$ cat config.mk
export PLATFORM = sky130hd
export DESIGN_NAME = ksa_shuffle_fsm
export DESIGN_NICKNAME = d
export VERILOG_FILES = /design/src/rtl/ksa_shuffle_fsm.sv
export SDC_FILE = /design/constraint.sdc
export NUM_CORES = 1
export LEC_CHECK = 0
export ABC_AREA = 1
export BUFFER_PORTS_ARGS = -buffer_cell sky130_fd_sc_hd__buf_2
export CAP_MARGIN = 40
export CELL_PAD_IN_SITES_DETAIL_PLACEMENT = 0
export CELL_PAD_IN_SITES_GLOBAL_PLACEMENT = 1
export CORE_MARGIN = 5
export CORE_UTILIZATION = 44
export DETAILED_ROUTE_END_ITERATION = 8
export PLACE_DENSITY_LB_ADDON = 0.2
export SETUP_SLACK_MARGIN = 0.15
export SYNTH_ARGS = -nofsm -noshare
export SYNTH_HDL_FRONTEND = slang
export SYNTH_SLANG_ARGS = --single-unit
$ cat constraint.sdc
create_clock -name CLOCK_50 -period 3.85 [get_ports CLOCK_50]
set_input_delay 0.9625 -clock CLOCK_50 [delete_from_list [all_inputs] [get_ports CLOCK_50]]
set_output_delay 0.9625 -clock CLOCK_50 [all_outputs]
set_load 0.05 [all_outputs]
$ cat src/rtl/ksa_shuffle_fsm.sv
// RC4 key-scheduling second loop: j += s[i] + key[i mod KEY_BYTES], swap s[i]/s[j] over a single-port S RAM.
// Optional build macro KSA_SWAP_SKIP_EN skips the read/write of s[j] when the new j equals i.
module ksa_shuffle_fsm #(
  parameter int KEY_BYTES = 3,
  parameter int ADDR_W    = 8
) (
  input  logic                   CLOCK_50,
  input  logic                   reset_n,
  input  logic                   clear,
  input  logic                   start,
  input  logic [8*KEY_BYTES-1:0] secret_key,
  output logic [ADDR_W-1:0]      address,
  output logic [7:0]             data,
  output logic                   wren,
  input  logic [7:0]             q,
  output logic                   done,
  output logic [3:0]             state_dbg
);

  localparam int K_W = (KEY_BYTES > 1) ? $clog2(KEY_BYTES) : 1;
  localparam logic [ADDR_W-1:0] I_LAST = '1;

  typedef enum logic [3:0] {
    IDLE, RD_I, WAIT_I, GET_I, RD_J, WAIT_J, GET_J, WR_I, WR_J, NEXT, DONE
  } state_t;

  state_t            state;
  logic [ADDR_W-1:0] i;
  logic [ADDR_W-1:0] j;
  logic [K_W-1:0]    k;
  logic [7:0]        s_i;
  logic [7:0]        s_j;
  logic [7:0]        key_byte;
  logic [ADDR_W-1:0] j_new;
  logic              busy;

  assign state_dbg = state;
  assign busy      = (state != IDLE) && (state != DONE);

  // Byte 0 of the key is its most-significant byte.
  always_comb begin
    key_byte = '0;
    for (int b = 0; b < KEY_BYTES; b++) begin
      if (k == K_W'(b)) key_byte = secret_key[8*(KEY_BYTES-1-b) +: 8];
    end
  end

  assign j_new = j + ADDR_W'(q) + ADDR_W'(key_byte);

  // Outputs are assigned on entry to a state, so they hold for that state's whole cycle.
  always_ff @(posedge CLOCK_50 or negedge reset_n) begin
    if (!reset_n) begin
      state   <= IDLE;
      i       <= '0;
      j       <= '0;
      k       <= '0;
      s_i     <= '0;
      s_j     <= '0;
      address <= '0;
      data    <= '0;
      wren    <= 1'b0;
      done    <= 1'b0;
    end else if (clear) begin
      state   <= IDLE;
      i       <= '0;
      j       <= '0;
      k       <= '0;
      s_i     <= '0;
      s_j     <= '0;
      address <= '0;
      data    <= '0;
      wren    <= 1'b0;
      done    <= 1'b0;
    end else if (busy && !start) begin
      // Abort: a pending WR_J is dropped; the controller re-initialises S before retrying.
      state   <= IDLE;
      wren    <= 1'b0;
      address <= '0;
    end else begin
      case (state)
        IDLE: begin
          i       <= '0;
          j       <= '0;
          k       <= '0;
          address <= '0;
          wren    <= 1'b0;
          done    <= 1'b0;
          if (start) state <= RD_I;
        end
        RD_I:   state <= WAIT_I;
        WAIT_I: state <= GET_I;
        GET_I: begin
          s_i <= q;
          j   <= j_new;
`ifdef KSA_SWAP_SKIP_EN
          if (j_new == i) begin
            state <= NEXT;
          end else begin
            state   <= RD_J;
            address <= j_new;
          end
`else
          state   <= RD_J;
          address <= j_new;
`endif
        end
        RD_J:   state <= WAIT_J;
        WAIT_J: state <= GET_J;
        GET_J: begin
          s_j     <= q;
          state   <= WR_I;
          address <= i;
          data    <= q;
          wren    <= 1'b1;
        end
        WR_I: begin
          state   <= WR_J;
          address <= j;
          data    <= s_i;
          wren    <= 1'b1;
        end
        WR_J: begin
          state <= NEXT;
          wren  <= 1'b0;
        end
        NEXT: begin
          wren <= 1'b0;
          if (i == I_LAST) begin
            state <= DONE;
            done  <= 1'b1;
          end else begin
            i       <= i + 1'b1;
            k       <= (k == K_W'(KEY_BYTES-1)) ? '0 : k + 1'b1;
            address <= i + 1'b1;
            state   <= RD_I;
          end
        end
        DONE: begin
          if (!start) begin
            state <= IDLE;
            done  <= 1'b0;
          end
        end
        default: state <= IDLE;
      endcase
    end
  end

endmodule

==> Yosys cells after proc, flatten, opt, wreduce, memory -nomap -nowiden <==
Index checks and enable logic that the tools add are counted.
W data, S select, Z words.
{ "word_totals": {"ff_bits": 48, "input_bits": 36, "output_inout_bits": 22, "elab_cells": 94} }
{ "op_classes": {"n_addsub": 4, "n_eq_ne": 21, "n_mux": 38, "n_reduce_logical": 22} }
{ "op_table": {"columns": ["cell", "count"], "rows": [
  ["$mux W8", 15],
  ["$pmux W8 S2", 3],
  ["$pmux W4 S11", 1],
  ["$pmux W8 S5", 1],
  ["$mux W4", 5],
  ["$add A8 B8 Y8", 2],
  ["$eq A4 B3 Y1 const B", 4],
  ["$ne A4 B4 Y1 const B", 4],
  ["$eq A4 B4 Y1 const B", 3],
  ["$reduce_bool A4 Y1", 3],
  ["$reduce_and A2 Y1", 5],
  ["$ne A3 B3 Y1 const B", 3],
  ["$reduce_bool A3 Y1", 3],
  ["$add A8 B1 Y8 const B", 1],
  ["$eq A4 B2 Y1 const B", 2],
  ["$eq A8 B8 Y1 const B", 1],
  ["$mux W2", 4],
  ["$reduce_bool A7 Y1", 1],
  ["$mux W1", 6],
  ["$eq A4 B1 Y1 const B", 1],
  ["$logic_not A4 Y1", 1],
  ["$pmux W2 S2", 1],
  ["$reduce_and A4 Y1", 1],
  ["$pmux W1 S3", 1],
  ["12 further kinds", 13]
]} }

==> Logic depth before layout (Yosys ltp) <==
Gate-level depths: netlist of the first run.
{ "depth": {"ltp_word": 8, "mapped_depth": 17, "mapped_depth_nobuf": 17} }

==> Least setup slack after synthesis of the first run <==
OpenSTA, ideal clock, no wires.
{ "synth_path": {"kind": "input to register", "startpoint": "input port secret_key[17]", "endpoint": "register address[7]", "setup_time_ns": 0.118, "t_arrival_ns": 2.735, "required_time_ns": 3.732, "slack_ns": 0.997, "stages": 14, "path_buffers": 0, "cell_sequence": "nand2_1 -> nand3_1 -> fa_1 -> ha_1 -> inv_1 -> fa_1 -> nor3_1 -> nor2_1 -> inv_1 -> nand2_1 -> nand3_1 -> nand2_1 -> nand2_1 -> nand2_1"} }
{ "synth_via": {"elab_chain_cells": 7} }
{ "synth_rtl": {"columns": ["element", "line", "source"], "rows": [
  ["from (decl)", "11", "input logic [8*KEY_BYTES-1:0] secret_key,"],
  ["$mux W8 (3 in series)", "44", "if (k == K_W'(b)) key_byte = secret_key[8*(KEY_BYTES-1-b) +: 8];"],
  ["$add A8 B8 Y8", "48", "assign j_new = j + ADDR_W'(q) + ADDR_W'(key_byte);"],
  ["$pmux W8 S5", "80", "case (state)"],
  ["$mux W8", "74", "end else if (busy && !start) begin"],
  ["$mux W8", "63", "end else if (clear) begin"],
  ["to (signal assigned)", "104", "address <= j_new;"],
  ["to (signal assigned)", "112", "address <= i;"],
  ["to (signal assigned)", "118", "address <= j;"],
  ["to (decl)", "12", "output logic [ADDR_W-1:0] address,"]
]} }
Every way passes these cells.
A chain may end at the register's enable or synchronous reset.

==> Final worst setup path of the first run <==
{ "layout_path": {"startpoint": "register k[0]", "endpoint": "register address[2]"} }
{ "layout_via": {"elab_chain_cells": 8, "elab_cells_between_ends": 10, "classes_between": "add/sub (1); eq/ne (2); mux (6); reduce/logical (1)"} }
{ "layout_rtl": {"columns": ["element", "line", "source"], "rows": [
  ["from (decl)", "30", "logic [K_W-1:0] k;"],
  ["from (signal assigned)", "133", "k <= (k == K_W'(KEY_BYTES-1)) ? '0 : k + 1'b1;"],
  ["$logic_not A2 Y1", "44", null],
  ["$mux W8 (2 in series)", "44", null],
  ["$mux W8 *", "44", null],
  ["$add A8 B8 Y8 *", "48", null],
  ["$pmux W8 S5 *", "80", null],
  ["$mux W8 *", "74", null],
  ["$mux W8 *", "63", null]
]} }
Mark *: on every way between the ends. The rest lies on a longest branch, timed or not.

==> results of run 1 <==
[metrics by stage]
stage               cells  instance area, um2  power, mW  worst slack (ns)  utilization, %
floorplan             409                3120      0.634             0.997               -
global placement      555                3490      0.692             0.754            51.0
detailed placement    556                3510      0.696             0.718            51.3
CTS                   563                3580      0.985             0.993            52.5
global route          563                3580       1.03             0.772            52.5
finish                563                3580      0.973              1.01            52.5
[path summary, 6_finish.rpt]
kind	start	to	slack, ns	cells after the start
max reg2reg	k[0]$_DFFE_PN0P_	address[2]$_DFFE_PN0P_	1.01	12
min in group asynchronous	reset_n	s_i[0]$_DFFE_PN0P_	0.57	1
max	k[0]$_DFFE_PN0P_	address[2]$_DFFE_PN0P_	1.01	12
min reg2reg	s_i[3]$_DFFE_PN0P_	s_i[3]$_DFFE_PN0P_	0.50	1
min	s_i[3]$_DFFE_PN0P_	s_i[3]$_DFFE_PN0P_	0.50	1
max in group asynchronous	reset_n	j[5]$_DFFE_PN0P_	2.61	3
[per-layer routing]
| layer | vias up | share of wire [%] | wire (um) |
|---|---|---|---|
| met5 | - | 0 | 0 |
| met4 | 0 | 0.93 | 77 |
| met3 | 9 | 4.1 | 338 |
| met2 | 59 | 48 | 3930 |
| met1 | 1333 | 47 | 3900 |
| li1 | 1465 | - | - |
[power by group through the flow]
stage | logic, mW | registers [mW] | clock network, mW
6_report | 0.173 | 0.512 | 0.289
2_1_floorplan | 0.108 | 0.526 | 0
3_3_place_gp | 0.170 | 0.521 | 0
4_1_cts | 0.175 | 0.512 | 0.298
3_5_place_dp | 0.174 | 0.522 | 0
5_1_grt | 0.197 | 0.512 | 0.320
[worst max-delay path, delay by kind of cell (launching register included)]
kind	cells	cell delay, ns
fa+ha+maj	3	1.07
compound gates	1	0.09
simple gates	6	1.05
flops	1	0.40
buf+inv	2	0.19
[logic make-up after synthesis]
group,after synthesis
AO/OA/AOI/OAI,74
XOR/XNOR,2
adder cells (fa/ha/maj),15
buffers and inverters,62
flip-flops,48
AND/OR/NAND/NOR,208
[cell type report]
| class | instances | area share, % |
|---|---|---|
| clock inverter | 1 | 0.140 |
| sequential | 48 | 33.5 |
| timing repair buffer | 59 | 8.73 |
| multi-input combinational | 299 | 46.6 |
| clock buffer | 6 | 2.03 |
| tap | 96 | 3.35 |
| inverter | 54 | 5.66 |
[registers in the layout (all words and copies together), names as in the netlist]
signal / flops
wren: 1
k: 2
i: 8
address: 8
j: 8
done: 1
state_dbg: 4
s_i: 8
data: 8
[cells in the final DEF (no fill, tap or decap), types with 6 or more instances in the layout]
cell / n
a21oi_1: 10
nand2_1: 106
nor2_1: 29
dfrtp_1: 48
nor2_2: 7
nor3_1: 8
o22ai_1: 6
o21ai_0: 30
nand2_2: 7
inv_1: 50
ha_1: 7
fa_1: 8
buf_2: 57
o2111ai_1: 7
nand3_1: 39
==> impl_metrics.json, run 1 <==
{
  "grt_max_degree": 25,
  "drtAntennaViolNets": 0,
  "synthXorXnorAreaFrac_pct": 0.562,
  "ys_seq_area_share_pct": 38.5,
  "die_x_um": 94.2,
  "synth_enable_flop_cells": 0,
  "grt_util_met2_pct": 32.3,
  "rows": 30,
  "clkTransAtPathRegs_ns": 0.09,
  "synth_ff_type": "dfrtp_1",
  "mappedNetlistArea_um2": 3120,
  "slowest_delay_ns": 0.42,
  "worst_pin_slew_ns": 0.877,
  "fmax_ghz": 0.352,
  "synth-seq-cells": 48,
  "hold_buffers": 0,
  "drc": 0,
  "hold_viol_final": 0,
  "gp_congestion": 0.876,
  "drt_iter0_drc": 183,
  "grt_use_met1_pct": 28.6,
  "power_frac_clock_pct": 29.7,
  "postSynthAreaPerCell_um2": 7.63,
  "finalCritPeriodShare_pct": 73.8,
  "synthAdderAreaFrac_pct": 7.94,
  "via_per_inst": 5.09,
  "switching_share_pct": 29.0,
  "cell_internal_pwr_mw": 0.691,
  "cts_setup_buffers": 0,
  "antenna_found_initial": 0,
  "clock-root-buffer": "clkbuf_8",
  "busiest_layer": "met2",
  "synthDominantCellAreaShare_pct": 38.5,
  "layout.nets": 518,
  "cts.path.max_buffers": 2,
  "crit_path_top_delay_cell": "fa_1",
  "maxSlewViolCount": 0,
  "synthTopCellsByArea": "dfrtp_1, nand2_1, nand3_1",
  "crit_path_start_kind": "flip-flop",
  "synthMuxAreaShare_pct": 0,
  "yosysWarnings": 0,
  "grt_use_total_pct": 20.1,
  "layout-drive-gt1-share_pct": 20.6,
  "fin_tns_setup_ns": 0,
  "overflow": 0,
  "drt_wl_total_mm": 8.24,
  "worstPathRequired_ns": 4.10,
  "ys_top_cells_by_count": "nand2_1, inv_1, dfrtp_1",
  "setup_violations": 0,
  "crit_fanout": 7,
  "synth_simple_gate_area_share_pct": 30.2,
  "numCtsBuffers": 5,
  "dpl.hpwl_mm": 6.58,
  "period_minus_slack_ns": 2.84,
  "synth_nets": 460,
  "synth_most_common_cell": "nand2_1",
  "seqCellArea_um2": 1200,
  "dieArea_um2": 8870,
  "multi_input_area_um2": 1670,
  "post_cts_resized": 0,
  "crit_type": "flip-flop to flip-flop",
  "vias": 2866,
  "path_common_cell": "nand2_1",
  "power_per_cell_area_nw_per_um2": 272,
  "seqPwrFrac_pct": 52.6,
  "syn2layout_area_growth_pct": 14.9,
  "fillers": 717,
  "p_switching_mw": 0.283,
  "coreArea_um2": 6830,
  "synthArstFlopShare_pct": 100,
  "fin_skew_ns": 0.0112,
  "synth_top_area_cell": "dfrtp_1",
  "clock_latency_ns": 0.30,
  "start_util_pct": 45.7,
  "irDropWorstVdd_v": 0.000137,
  "worstPathArrival_ns": 3.09,
  "endpoint_kind": "flip-flop",
  "htree_levels": 2,
  "met3_usage_pct": 3.04,
  "synth_cell_type_count": 34,
  "fin_hold_ws_ns": 0.497,
  "cts_tree": "built",
  "synthCells": 409,
  "synth_top_family_by_area": "simple AND/OR/NAND/NOR gates",
  "port_buffers": 57,
  "wire_per_inst_um": 14.6,
  "comb_power_share_pct": 17.8,
  "p_leak_nw": 1.85,
  "clock-sinks": 48,
  "rsz0062_at_grt": "false",
  "grt_pass1_vias": 2786,
  "antenna_cells": 0,
  "relSlewSlack_pct": 41.3,
  "io_pins": 58,
  "synth_compound_area_share_pct": 14.8,
  "outcome": "finished, final reports clean",
  "die_height_um": 94.2,
  "hold_class": "flip-flop to flip-flop",
  "first_pass_iters": 4,
  "maxCapViolations": 0,
  "crit_chain": "inv_1, nor2_1, nand2_1, nand3_1, fa_1, ha_1, inv_1, fa_1, or2_2, o2111ai_1, nand2_1, nand2_1",
  "grt_pass1_wl_mm": 14.0
}
Note: power is estimated with default switching activity, not from simulation.
==> run 2: changes to the inputs <==
CORE_UTILIZATION = 41   (was 44)
clock period = 2.9 ns   (was 3.85 ns; I/O delays follow)
==> run 2 against run 1 <==
Largest power group unchanged. Fmax up 8.7%. First-iteration DRC count is 23% lower. Cell count grew 2.3%. Clock-buffer cell count is the same. Largest cell class unchanged. Sequential power rose by 33%. Die area rose by 6.5%. Cell area up 3.5%. Wire length grew 3.5%. Hold slack worse by 0.10 ns. Clock power grew 35%. Clock skew shrank 0.0020 ns.
==> impl_metrics.json, run 2 (synthesis gave the netlist of run 1 again) <==
{
  "irDropWorstVdd_v": 0.000165,
  "worstPathRequired_ns": 3.10,
  "first_pass_iters": 4,
  "maxCapViolations": 0,
  "clock-sinks": 48,
  "outcome": "finished, final reports clean",
  "hold_class": "input port to asynchronous set/reset pin",
  "power_frac_clock_pct": 29.8,
  "htree_levels": 2,
  "maxSlewViolCount": 0,
  "clock-root-buffer": "clkbuf_8",
  "port_buffers": 57,
  "seqCellArea_um2": 1200,
  "start_util_pct": 42.5,
  "finalCritPeriodShare_pct": 90.1,
  "gp_congestion": 0.847,
  "grt_pass1_vias": 2833,
  "grt_use_total_pct": 18.3,
  "hold_viol_final": 0,
  "final_common_cell": "nand2_1",
  "layout_common_cells": "nand2_1, buf_2, inv_1",
  "layout.nets": 528,
  "setup_violations": 0,
  "fillers": 758,
  "crit_path_start_kind": "flip-flop",
  "fin_tns_setup_ns": 0,
  "cell_internal_pwr_mw": 0.923,
  "seqPwrFrac_pct": 51.8,
  "wire_per_inst_um": 14.8,
  "die_x_um": 97.2,
  "dpl.hpwl_mm": 6.72,
  "endpoint_kind": "flip-flop",
  "total_power_mw": 1.31,
  "fin_skew_ns": 0.00922,
  "hold_buffers": 0,
  "period_minus_slack_ns": 2.61,
  "crit_fanout": 4,
  "worst_pin_slew_ns": 0.549,
  "io_pins": 58,
  "clkTransAtPathRegs_ns": 0.09,
  "drt_iter0_drc": 141,
  "numCtsBuffers": 5,
  "relSlewSlack_pct": 63.4,
  "switching_share_pct": 29.6,
  "clock_latency_ns": 0.30,
  "drt_wl_total_mm": 8.53,
  "r2r_cells": 16,
  "worstPathArrival_ns": 2.81,
  "grt_max_degree": 24,
  "syn2layout_area_growth_pct": 18.9,
  "drtAntennaViolNets": 0,
  "antenna_found_initial": 0,
  "multi_input_area_um2": 1720,
  "die_height_um": 97.2,
  "comb_power_share_pct": 18.3,
  "coreArea_um2": 7330,
  "crit_type": "flip-flop to flip-flop",
  "rsz0062_at_grt": "true",
  "rows": 31,
  "p_switching_mw": 0.387,
  "dieArea_um2": 9450,
  "layout-drive-gt1-share_pct": 24.9,
  "via_per_inst": 5.09,
  "cts.path.max_buffers": 2,
  "antenna_cells": 0,
  "vias": 2931,
  "overflow": 0,
  "power_per_cell_area_nw_per_um2": 353,
  "p_leak_nw": 1.90,
  "drc": 0,
  "cts_tree": "built",
  "fmax_ghz": 0.383,
  "grt_pass1_wl_mm": 14.1
}
## run 2: cell types whose count changed in the layout (fill, tap and decap cells not counted), moves of 2 or more
cell     change
ha_1         -2
dfrtp_2      +2
inv_1        -2
buf_4       +11
nor2_1       -3
fa_2         +2
dfrtp_1      -2
fa_1         -2
nor2_4       +3
## run 2: worst paths after layout
check / from / end / slack, ns
max: k[0]$_DFFE_PN0P_ / address[7]$_DFFE_PN0P_ / 0.29
min: reset_n / data[6]$_DFFE_PN0P_ / 0.40
max reg2reg: k[0]$_DFFE_PN0P_ / address[7]$_DFFE_PN0P_ / 0.29
min reg2reg: done$_DFFE_PN0P_ / done$_DFFE_PN0P_ / 0.49
max in group asynchronous: reset_n / k[0]$_DFFE_PN0P_ / 1.85
min in group CLOCK_50: done$_DFFE_PN0P_ / done$_DFFE_PN0P_ / 0.49
## run 2: routing by layer
metal	vias up	global-route usage [%]	wire [um]
li1	1482	-	-
met1	1382	25.9	4090
met2	54	29.2	3950
met3	13	2.87	356
met4	0	4.69	127
met5	-	0	0
## run 2: cell type report
class | instances | share of cell area [%]
Tap cell | 99 | 3.34
Clock inverter | 1 | 0.135
Multi-Input combinational cell | 299 | 46.5
Timing Repair Buffer | 69 | 10.1
Sequential cell | 48 | 32.5
Clock buffer | 6 | 1.96
Inverter | 54 | 5.53
## run 2: power by group through the flow
| stage | combinational, mW | sequential [mW] | clock (mW) |
|---|---|---|---|
| global route | 0.274 | 0.681 | 0.431 |
| finish | 0.240 | 0.679 | 0.391 |
| floorplan | 0.143 | 0.698 | 0 |
| detailed placement | 0.233 | 0.693 | 0 |
| CTS | 0.234 | 0.679 | 0.407 |
| global placement | 0.231 | 0.692 | 0 |
## run 2: through the flow
step,setup WS [ns],utilization [%],hold WS [ns],std cells,cell area (um2)
final,0.288,50.6,0.395,576,3710
after global routing,0.121,50.6,0.437,576,3710
after CTS,0.186,49.5,0.409,573,3630
after detailed placement,0.0124,48.4,0.473,566,3550
after global placement,0.0450,48.4,0.466,566,3550
after floorplan,0.284,-,0.429,409,3120
## run 2: critical path, cell delays in order (launching register included)
cell and delay (ns):
dfrtp_2 0.47, inv_4 0.09, nor2_4 0.04, buf_4 0.14, nand2_1 0.05, nand3_1 0.09
fa_1 0.52, inv_1 0.07, fa_2 0.42, nor3_2 0.21, nor2_2 0.07, inv_1 0.05
nand2_1 0.05, nand3_1 0.08, nand2_1 0.05, nand2_1 0.05, nand2_1 0.04
## run 2: what timing repair did
| item | 4_1_cts | 5_1_grt |
|---|---|---|
| pin swaps | 0 | 1 |
| hold endpoints to repair | 0 | 0 |
| resized for setup | 1 | 17 |
| setup endpoints to repair | 1 | 10 |
| setup buffers | 0 | 3 |
